[config.mk]
export PLATFORM = sky130hd
export DESIGN_NAME = ac97_frame_tx_flat
export DESIGN_NICKNAME = d
export VERILOG_FILES = /design/src/rtl/ac97_pkg.sv /design/src/rtl/ac97_frame_tx_if.sv /design/src/rtl/ac97_slot_shifter.sv /design/src/rtl/ac97_frame_tx.sv /design/src/flat_wrapper.sv
export SDC_FILE = /design/constraint.sdc
export NUM_CORES = 1
export LEC_CHECK = 0
export CAP_MARGIN = 30
export CORE_UTILIZATION = 45
export DETAILED_ROUTE_END_ITERATION = 16
export PLACE_DENSITY_LB_ADDON = 0.05
export SYNTH_ARGS = -nofsm -noshare
export SYNTH_HDL_FRONTEND = slang
export SYNTH_SLANG_ARGS = --single-unit
export TNS_END_PERCENT = 20
[constraint.sdc]
create_clock -name clock -period 3.1 [get_ports clock]
set_input_delay 0.62 -clock clock [delete_from_list [all_inputs] [get_ports clock]]
set_output_delay 0.62 -clock clock [all_outputs]
set_load 0.01 [all_outputs]
[src/rtl/ac97_pkg.sv]
// Shared constants, tag bit positions and state type for the AC97 frame transmitter.
package ac97_pkg;

    localparam int FRAME_BITS  = 256;
    localparam int TAG_BITS    = 16;
    localparam int SLOT_BITS   = 20;

    localparam int SLOT1_START = 16;
    localparam int SLOT2_START = SLOT1_START + SLOT_BITS;
    localparam int SLOT3_START = 56;
    localparam int SLOT4_START = 76;

    localparam int TAG_FRAME_VALID = 15;
    localparam int TAG_SLOT1_VALID = 14;
    localparam int TAG_SLOT2_VALID = 13;
    localparam int TAG_SLOT3_VALID = 12;
    localparam int TAG_SLOT4_VALID = 11;

    typedef enum logic {
        S_WAIT,
        S_RUN
    } state_t;

endpackage

[src/rtl/ac97_frame_tx_if.sv]
// Sample/command handshake between the upstream sound logic and the AC97 transmitter.
interface ac97_frame_tx_if #(
    parameter int SAMPLE_W = 8
);
    logic [SAMPLE_W-1:0] left_data;
    logic [SAMPLE_W-1:0] right_data;
    logic                cmd_valid;
    logic [6:0]          cmd_addr;
    logic [15:0]         cmd_data;
    logic                ready;

    modport master (
        output left_data, right_data, cmd_valid, cmd_addr, cmd_data,
        input  ready
    );

    modport slave (
        input  left_data, right_data, cmd_valid, cmd_addr, cmd_data,
        output ready
    );
endinterface

[src/rtl/ac97_slot_shifter.sv]
// 256-bit shadow frame: parallel load at the frame boundary, MSB-first shift-out.
module ac97_slot_shifter
    import ac97_pkg::*;
(
    input  logic                  clock,
    input  logic                  reset,
    input  logic                  i_load,
    input  logic [FRAME_BITS-1:0] i_frame,
    output logic                  o_bit
);

    logic [FRAME_BITS-1:0] r_shadow;

    // The flop MSB is the serial output, so bit k appears in the cycle the counter reads k.
    always_ff @(posedge clock or posedge reset) begin
        if (reset) begin
            r_shadow <= '0;
        end else if (i_load) begin
            r_shadow <= i_frame;
        end else begin
            r_shadow <= {r_shadow[FRAME_BITS-2:0], 1'b0};
        end
    end

    assign o_bit = r_shadow[FRAME_BITS-1];

endmodule

[src/rtl/ac97_frame_tx.sv]
// AC97 link transmitter: latches samples/command per frame and serializes 256-bit frames.
// Codec register writes are enabled by defining AC97_CMD_EN; otherwise cmd_* is ignored.
module ac97_frame_tx
    import ac97_pkg::*;
#(
    parameter int SAMPLE_W   = 8,
    parameter int RESET_WAIT = 1024
)
(
    input  logic            clock,
    input  logic            reset,
    ac97_frame_tx_if.slave  bus,
    output logic            ac97_synch,
    output logic            ac97_sdata_out
);

    localparam int WAIT_W = (RESET_WAIT > 1) ? $clog2(RESET_WAIT) : 1;
    localparam logic [WAIT_W-1:0] WAIT_LAST = WAIT_W'(RESET_WAIT - 1);

    state_t                r_state;
    state_t                w_nextState;
    logic                  w_load;
    logic [WAIT_W-1:0]     r_waitCnt;
    logic [7:0]            r_bitCnt;
    logic                  r_ready;
    logic                  r_synch;
    logic                  w_cmdValid;
    logic [TAG_BITS-1:0]   w_tag;
    logic [SLOT_BITS-1:0]  w_slot1;
    logic [SLOT_BITS-1:0]  w_slot2;
    logic [SLOT_BITS-1:0]  w_slot3;
    logic [SLOT_BITS-1:0]  w_slot4;
    logic [FRAME_BITS-1:0] w_frame;

`ifdef AC97_CMD_EN
    assign w_cmdValid = bus.cmd_valid;
`else
    logic w_unusedCmd;
    assign w_unusedCmd = ^{bus.cmd_valid, bus.cmd_addr, bus.cmd_data};
    assign w_cmdValid  = 1'b0;
`endif

    always_ff @(posedge clock or posedge reset) begin
        if (reset) begin
            r_state <= S_WAIT;
        end else begin
            r_state <= w_nextState;
        end
    end

    // A frame loads whenever the bit counter is about to read 0, including leaving S_WAIT.
    always_comb begin
        w_nextState = r_state;
        w_load      = 1'b0;
        case (r_state)
            S_WAIT: begin
                if (r_waitCnt == WAIT_LAST) begin
                    w_nextState = S_RUN;
                    w_load      = 1'b1;
                end
            end
            S_RUN: begin
                if (r_bitCnt == 8'hFF) begin
                    w_load = 1'b1;
                end
            end
            default: w_nextState = S_WAIT;
        endcase
    end

    always_ff @(posedge clock or posedge reset) begin
        if (reset) begin
            r_waitCnt <= '0;
            r_bitCnt  <= '0;
            r_ready   <= 1'b0;
            r_synch   <= 1'b0;
        end else begin
            if (w_load) begin
                r_waitCnt <= '0;
            end else if (r_state == S_WAIT) begin
                r_waitCnt <= r_waitCnt + 1'b1;
            end
            if (r_state == S_RUN) begin
                r_bitCnt <= r_bitCnt + 1'b1;
            end
            r_ready <= w_load;
            r_synch <= w_load || ((r_state == S_RUN) && (r_bitCnt < 8'(TAG_BITS - 1)));
        end
    end

    // Frame index FRAME_BITS-1-k holds bit k, so each field is placed MSB-first.
    always_comb begin
        w_tag                  = '0;
        w_tag[TAG_FRAME_VALID] = 1'b1;
        w_tag[TAG_SLOT1_VALID] = w_cmdValid;
        w_tag[TAG_SLOT2_VALID] = w_cmdValid;
        w_tag[TAG_SLOT3_VALID] = 1'b1;
        w_tag[TAG_SLOT4_VALID] = 1'b1;
        w_slot1 = w_cmdValid ? {1'b0, bus.cmd_addr, 12'b0} : '0;
        w_slot2 = w_cmdValid ? {bus.cmd_data, 4'b0} : '0;
        w_slot3 = SLOT_BITS'(bus.left_data)  << (SLOT_BITS - SAMPLE_W);
        w_slot4 = SLOT_BITS'(bus.right_data) << (SLOT_BITS - SAMPLE_W);
        w_frame = '0;
        w_frame[FRAME_BITS-1 -: TAG_BITS]               = w_tag;
        w_frame[FRAME_BITS-1-SLOT1_START -: SLOT_BITS]  = w_slot1;
        w_frame[FRAME_BITS-1-SLOT2_START -: SLOT_BITS]  = w_slot2;
        w_frame[FRAME_BITS-1-SLOT3_START -: SLOT_BITS]  = w_slot3;
        w_frame[FRAME_BITS-1-SLOT4_START -: SLOT_BITS]  = w_slot4;
    end

    ac97_slot_shifter u_shifter (
        .clock   (clock),
        .reset   (reset),
        .i_load  (w_load),
        .i_frame (w_frame),
        .o_bit   (ac97_sdata_out)
    );

    assign ac97_synch = r_synch;
    assign bus.ready  = r_ready;

endmodule
[src/flat_wrapper.sv]
// flat-port wrapper written by rule: the top's interface ports become plain ports
module ac97_frame_tx_flat import ac97_pkg::*;
#(
    parameter int SAMPLE_W   = 8,
    parameter int RESET_WAIT = 1024
)
  (clock, reset, ac97_synch, ac97_sdata_out, bus_left_data, bus_right_data, bus_cmd_valid, bus_cmd_addr, bus_cmd_data, bus_ready);
  ac97_frame_tx_if #(.SAMPLE_W(SAMPLE_W)) bus_i ();
  input  logic clock;
  input  logic reset;
  output logic ac97_synch;
  output logic ac97_sdata_out;
  input wire logic [$bits(bus_i.left_data)-1:0] bus_left_data;
  input wire logic [$bits(bus_i.right_data)-1:0] bus_right_data;
  input wire logic [$bits(bus_i.cmd_valid)-1:0] bus_cmd_valid;
  input wire logic [$bits(bus_i.cmd_addr)-1:0] bus_cmd_addr;
  input wire logic [$bits(bus_i.cmd_data)-1:0] bus_cmd_data;
  output wire logic [$bits(bus_i.ready)-1:0] bus_ready;
  assign bus_i.left_data = bus_left_data;
  assign bus_i.right_data = bus_right_data;
  assign bus_i.cmd_valid = bus_cmd_valid;
  assign bus_i.cmd_addr = bus_cmd_addr;
  assign bus_i.cmd_data = bus_cmd_data;
  assign bus_ready = bus_i.ready;
  ac97_frame_tx #(.SAMPLE_W(SAMPLE_W), .RESET_WAIT(RESET_WAIT)) u_core (.clock(clock), .reset(reset), .bus(bus_i), .ac97_synch(ac97_synch), .ac97_sdata_out(ac97_sdata_out));
endmodule
==> results.md, run 1 <==
* DR vias at 1,917
* Pwr/cell area at 555 nW/um^2
* Avg WL per Cell at 12.8 um
* Clk sinks at 105
* Global routing usage on met2 at 21.0%
* Period utilization at 67.2%
* Port Buffers at 20
* Post-Synthesis Net Count at 313
* Arrival time of the worst setup path at between 2 and 2.5 ns
* Slew headroom at 60.8%
* Synth top area share at 70.8%
* GRT met1 Usage at 17.5%
* RSZ-0062 raised after global routing: false
* Worst-Skew Late Latency at 0.36 ns
* First-pass iteration count of the detailed router at 4
* Clock transition at path regs at 0.10 ns
* Total power at 2.36 mW
* GRT Overall Usage at 13.7%
* GP Congestion at 0.689
* R2r worst-path depth at 6
* Via density at 4.82
* Met3 Resource Use GR at roughly 6%
* Max-cap viol count at 0
* Die width at 92.8 um
* Clock skew at 0.0115 ns
* Root buffer cell: clkbuf_8
* Post-synth EDFFs at 0
* # resized after CTS at 0
* Slew @ Worst Pin at 0.588 ns
* YS warnings at 0
* Total global routing overflow at 0
* Worst endpoint required time at 3.39 ns
* Global-route wire length before repair at 9.03 mm
* Top_reg_cell synth: dfrtp_1
* Minimum clock period at 2.08 ns
* Maximum VDD drop at 0.288 mV
* Io pins at 45
* # DRC at 0
* Design area at 4260 um^2
* Die Height at 92.8 um
* Hold depth at 1
* Hold/Removal Path Class: reg2reg
* Hold Vio Cnt, Final at 0
* Final #Nets at 335
* Synth-to-Final Area Change at 14.7%
* Core box area at around 7800 um^2
* DRT Wirelength at between 5 and 6 mm
* DRT iter0 DRCs at 83
* Most frequent cell after synthesis: dfrtp_1
* DP Area at ~4000 um^2
* Initial Util at 47.3%
* Post-Syn Area at between 3000 and 4000 um^2
* Row cnt at 32
* CTS buffer count at 9
* Synth top cells by count: dfrtp_1, and2_1, mux2_2, nand2_1, o21ai_0
* Static leakage at 2.08 nW
* Final setup vio count at 0
* Crit path kind: reg2reg
* Layout cell share with drive strength beyond 1 at 13.2%
* Startpoint Class: flip-flop
* ANT cells at 0
* Die Footprint at between 8000 and 9000 um^2
* Post-Syn Instances at 269
* Antenna viol nets, final at 0
* Clock Path Buffers at 2
* Hpwl dp at 2.70 mm
* Final Max Slew Viols at 0
* CTS Hold Bufs at 0
* Setup TNS at 0 ns
* Crit-path max FO at 57
* #FFs+latches synth at 105
* Status: completed
* Synth area leader: dfrtp_1
* Max H-tree Level at 3
* Async S/R FF share, synth at 100%
* CTS tree: yes
* Yosys cell types at 30
* Maximum clock frequency at 480 MHz
* Avg Cell Area, Syn at 13.8 um^2
* Vias in the first global route at roughly 2,000
* Worst Setup End Kind: flip-flop
* Setup Fix Bufs, Post-CTS at 0
* Largest net degree at the start of global routing at 106
* Layer with the highest usage: met2
* Initial antenna violation count at 0
* Seq/Total Area, Yosys at 70.8%
* Top area cells in the synthesized netlist: dfrtp_1, and2_1, mux2_2
==> metrics by stage <==
step           utilization [%]  setup WS [ns]  instances  hold slack, ns
2_1_floorplan                -           1.22        269           0.408
3_3_place_gp              51.4           1.01        382           0.426
3_5_place_dp              51.4           1.00        382           0.429
4_1_cts                   54.3          0.961        398           0.449
5_1_grt                   54.3          0.843        398           0.462
6_report                  54.3           1.02        398           0.436
==> cells by family after synthesis <==
| kind of cell | share of synthesized area (%) |
|---|---|
| DFF | 70.8 |
| AOI/OAI and AO/OA | 3.23 |
| xor gates and xnor gates | 1.89 |
| adders and majority gates | 0.674 |
| muxes | 4.85 |
| and+or+nand+nor | 16.7 |
| buffers and inverters | 1.92 |
==> per-layer routing <==
metal	share of wire (%)	up-vias
li1	-	917
met1	49	970
met2	45	25
met3	4.4	5
met4	1.4	0
met5	0	-
==> critical path, cell delays in order (launching register included) <==
cell,delay [ns]
dfrtp_1,0.41
ha_1,0.23
and4_1,0.24
nand4b_1,0.12
o21a_2,0.53
buf_12,0.28
and2_1,0.17
==> path summary, 6_finish.rpt <==
kind	startpoint	to	slack, ns
setup / recovery	u_core.r_waitCnt[0]	u_core.u_shifter.r_shadow[233]	1.02
hold / removal	u_core.u_shifter.r_shadow[251]	u_core.u_shifter.r_shadow[252]	0.44
setup reg to reg	u_core.r_waitCnt[0]	u_core.u_shifter.r_shadow[233]	1.02
hold reg to reg	u_core.u_shifter.r_shadow[251]	u_core.u_shifter.r_shadow[252]	0.44
max in group asynchronous	reset	u_core.r_bitCnt[0]	1.92
min in group asynchronous	reset	u_core.u_shifter.r_shadow[248]	0.77
==> state kept, by name, indices dropped and copies added (netlist names) <==
register	count
u_core.r_bitCnt	8
u_core.r_waitCnt	10
u_core.ac97_synch	1
u_core.u_shifter.r_shadow	84
u_core.bus.ready	1
u_core.r_state	1
==> cell type report <==
class	count	area, um^2
repair buffers	22	240
well taps	102	128
clock inverters	7	101
inverters	5	22.5
clock buffers	9	124
fillers	697	3590
flip-flops and latches	105	2630
multi-input cells	148	1020
==> placed cells by master (no fill, tap or decap) <==
cell / Yosys / routed
dfrtp_1: 105 / 105
and2_1: 66 / 66
clkdlybuf4s50_1: 0 / 20
mux2_2: 16 / 16
nand2_1: 9 / 9
clkbuf_8: 0 / 9
o21ai_0: 7 / 7
a21oi_1: 6 / 6
nand4_1: 5 / 5
xnor2_1: 5 / 5
nand3_1: 4 / 4
or3_1: 4 / 4
inv_1: 4 / 3
nor2_1: 3 / 3
nand2b_1: 3 / 3
xor2_1: 3 / 3
and4_1: 2 / 2
clkinvlp_4: 0 / 2
o31ai_1: 2 / 2
or4_1: 2 / 2
ha_1: 2 / 2
bufinv_16: 0 / 2
buf_12: 0 / 2
nand4_2: 1 / 1
nand4b_1: 1 / 1
o21a_2: 0 / 1
inv_2: 1 / 1
nor4_1: 1 / 1
a31o_2: 1 / 1
o21a_1: 2 / 1
and3_1: 1 / 1
o21bai_1: 1 / 1
a22o_1: 1 / 1
inv_8: 0 / 1
inv_6: 0 / 1
clkinv_2: 0 / 1
clkinv_4: 0 / 1
==> power breakdown <==
group          internal [mW]  switching (mW)  leakage [nW]
logic                 0.0261          0.0304         0.554
clock network          0.463           0.462         0.112
registers               1.38         0.00207          1.42
total                   1.87           0.495          2.08
No activity file was read; power rests on OpenSTA's default activity.
==> run 2, diff against run 1 <==
==> constraint.sdc (replaced) <==
create_clock -name clock -period 2.2 [get_ports clock]
set_input_delay 0.44 -clock clock [delete_from_list [all_inputs] [get_ports clock]]
set_output_delay 0.44 -clock clock [all_outputs]
set_load 0.01 [all_outputs]
==> results.md, run 2 (synthesis results as in run 1) <==
* DR vias at 1,901 (-0.83%)
* Hold/Removal Path Class: reg2reg
* GRT Overall Usage at 13.6% (-0.17 points)
* Die Footprint at 8620 um^2 (unchanged)
* Final #Nets at 336 (+0.30%)
* Largest delay share family, worst path: flip-flops
* NetSw at 0.716 mW (+45%)
* Worst endpoint required time at 2.45 ns (-0.94 ns)
* Cell Int Power at 2.52 mW (+35%)
* Worst-Skew Late Latency at 0.36 ns (about the same)
* Global-route wire length before repair at 8.87 mm (-1.8%)
* Via density at 4.76 (-1.1%)
* Avg WL per Cell at 12.4 um (-2.7%)
* Worst Hold End: u_core.u_shifter.r_shadow[255]
* Pwr/cell area at 762 nW/um^2 (+37%)
* Arrival time of the worst setup path at 2.18 ns (-0.19 ns)
* Hold Vio Cnt, Final at 0 (unchanged)
* Row cnt at 32 (unchanged)
* # resized after CTS at 0 (unchanged)
* Seq pwr share at 60.0% (+1.6 points)
* Total global routing overflow at 0 (unchanged)
* Startpoint Class: flip-flop
* Commonest non-fill, non-tap cell in the layout: dfrtp_1
* Die width at 92.8 um (unchanged)
* Crit path kind: reg2reg
* Slew @ Worst Pin at 0.525 ns (-0.0627 ns)
* Switching share of power at 22.1% (+1.2 points)
* ANT cells at 0 (unchanged)
* Critical-path cell list: ha_1, and4_1, nand4b_1, o21a_2, buf_12, mux2_2
* Minimum clock period at 1.93 ns (-0.152 ns)
* Clock transition at path regs at 0.10 ns (about the same)
* Antenna viol nets, final at 0 (unchanged)
* Crit-path max FO at 61 (+7.0%)
* DRT Wirelength at 4.95 mm (-2.5%)
* Max incr delay on CP at 0.42 ns (-0.11 ns)
* Maximum VDD drop at 0.394 mV (+37%)
* Synth-to-Final Area Change at 14.5%
* Final Max Slew Viols at 0 (unchanged)
* Max H-tree Level at 3 (unchanged)
* Max reg flops at 84 (unchanged)
* RSZ-0062 raised after global routing: false
* Worst Setup End Kind: flip-flop
* Combinational fraction of design power at 2.4% (about the same)
* Clk network pwr share at 37.5% (-1.7 points)
* Layout cell share with drive strength beyond 1 at 13.5% (+0.29 points)
* FF-to-FF Start: u_core.r_waitCnt[0]
* Clock Path Buffers at 2 (unchanged)
* GP Congestion at 0.727 (+5.5%)
* Top flop regs: u_core.u_shifter.r_shadow: 84 flops, u_core.r_waitCnt: 10 flops, u_core.r_bitCnt: 8 flops
* Slew headroom at 65.0% (+4.2 points)
* Hpwl dp at 2.66 mm (-1.7%)
* Final setup vio count at 0 (unchanged)
* # DRC at 0 (unchanged)
* DRT iter0 DRCs at 72 (-13%)
* CTS buffer count at 9 (unchanged)
* CTS Hold Bufs at 0 (unchanged)
* DP Area at 4040 um^2 (+0.19%)
* Reg2reg end: u_core.u_shifter.r_shadow[177]
* Hold_sp: u_core.u_shifter.r_shadow[254]
* Max-cap viol count at 0 (unchanged)
* Setup TNS at 0 ns (unchanged)
* Design area at 4250 um^2 (-0.15%)
* Largest Register: u_core.u_shifter.r_shadow
* Largest net degree at the start of global routing at 106 (unchanged)
* Clock skew at 0.0117 ns (+0.000183 ns)
* Reg-to-reg slack, setup at 0.27 ns (-0.75 ns)
* Initial antenna violation count at 0 (unchanged)
* CTS tree: yes
* Io pins at 45 (unchanged)
* Root buffer cell: clkbuf_8
* Vias in the first global route at 1,919 (-2.2%)
* Most frequent cells in the layout: dfrtp_1, and2_1, clkdlybuf4s50_1, mux2_2
* Crit-path slowest cell: dfrtp_1
* Initial Util at 47.3% (unchanged)
* R2r worst-path depth at 6 (unchanged)
* Core box area at 7850 um^2 (unchanged)
* Period utilization at 87.7% (+21 points)
* Static leakage at 2.08 nW (-0.40%)
* Bufs and invs on worst path at 1 (unchanged)
* Port Buffers at 20 (unchanged)
* Die Height at 92.8 um (unchanged)
* Status: completed
* Maximum clock frequency at 518 MHz (+7.9%)
* Hold depth at 1 (unchanged)
* First-pass iteration count of the detailed router at 4 (unchanged)
* Clk sinks at 105 (unchanged)
* Setup Fix Bufs, Post-CTS at 0 (unchanged)
run 2: cell types whose count changed in the layout (fill, tap and decap cells not counted):
cell and delta:
clkinv_2 -1, bufinv_16 -1, inv_6 +1, buf_4 +1, clkinvlp_4 +1, inv_8 -1
clkinv_8 +1
run 2: worst reg2reg max path, stage by stage, from the launching register on:
cell	delay [ns]
dfrtp_1	0.42
ha_1	0.24
and4_1	0.25
nand4b_1	0.11
o21a_2	0.19
buf_12	0.24
mux2_2	0.38
run 2: layout make-up:
| cell class | count | area, um^2 |
|---|---|---|
| fillers | 708 | 3590 |
| flip-flops and latches | 105 | 2630 |
| multi-input cells | 148 | 1020 |
| repair buffers | 23 | 248 |
| well taps | 102 | 128 |
| clock buffers | 9 | 124 |
| clock inverters | 7 | 87.6 |
| inverters | 5 | 22.5 |
run 2: power groups by stage:
stage / Sequential [mW] / Combinational [mW] / Clock, mW
after floorplan: 1.98 / 0.0374 / 0
after global placement: 1.98 / 0.0822 / 0
after detailed placement: 1.98 / 0.0829 / 0
after CTS: 1.94 / 0.0836 / 1.28
after global routing: 1.95 / 0.0923 / 1.34
final: 1.94 / 0.0791 / 1.22
run 2: worst max-delay path by stage:
| stage | start | cells after the start | end | slack [ns] |
|---|---|---|---|---|
| global placement | u_core.r_waitCnt[0] | 6 | u_core.u_shifter.r_shadow[179] | 0.29 |
| finish | u_core.r_waitCnt[0] | 6 | u_core.u_shifter.r_shadow[177] | 0.27 |
| CTS | u_core.r_waitCnt[0] | 6 | u_core.u_shifter.r_shadow[195] | 0.26 |
| floorplan | u_core.r_waitCnt[0] | 6 | u_core.u_shifter.r_shadow[177] | 0.47 |
| detailed placement | u_core.r_waitCnt[0] | 6 | u_core.u_shifter.r_shadow[192] | 0.29 |
| global route | u_core.r_waitCnt[0] | 6 | u_core.u_shifter.r_shadow[194] | 0.18 |
run 2: metal layers:
metal,GRT usage (%),share of wire (%)
met5,0,0
met4,5.77,1.4
met3,5.67,4.3
met2,19.5,42
met1,18.0,52
run 2: per-stage QoR:
stage | utilization (%) | total power, mW | setup WS, ns | hold WS, ns | std cells
detailed placement | 51.5 | 2.07 | 0.287 | 0.413 | 383
global route | 54.2 | 3.38 | 0.179 | 0.467 | 399
global placement | 51.5 | 2.07 | 0.285 | 0.414 | 383
floorplan | - | 2.02 | 0.475 | 0.408 | 269
CTS | 54.2 | 3.31 | 0.264 | 0.438 | 399
finish | 54.2 | 3.24 | 0.270 | 0.440 | 399
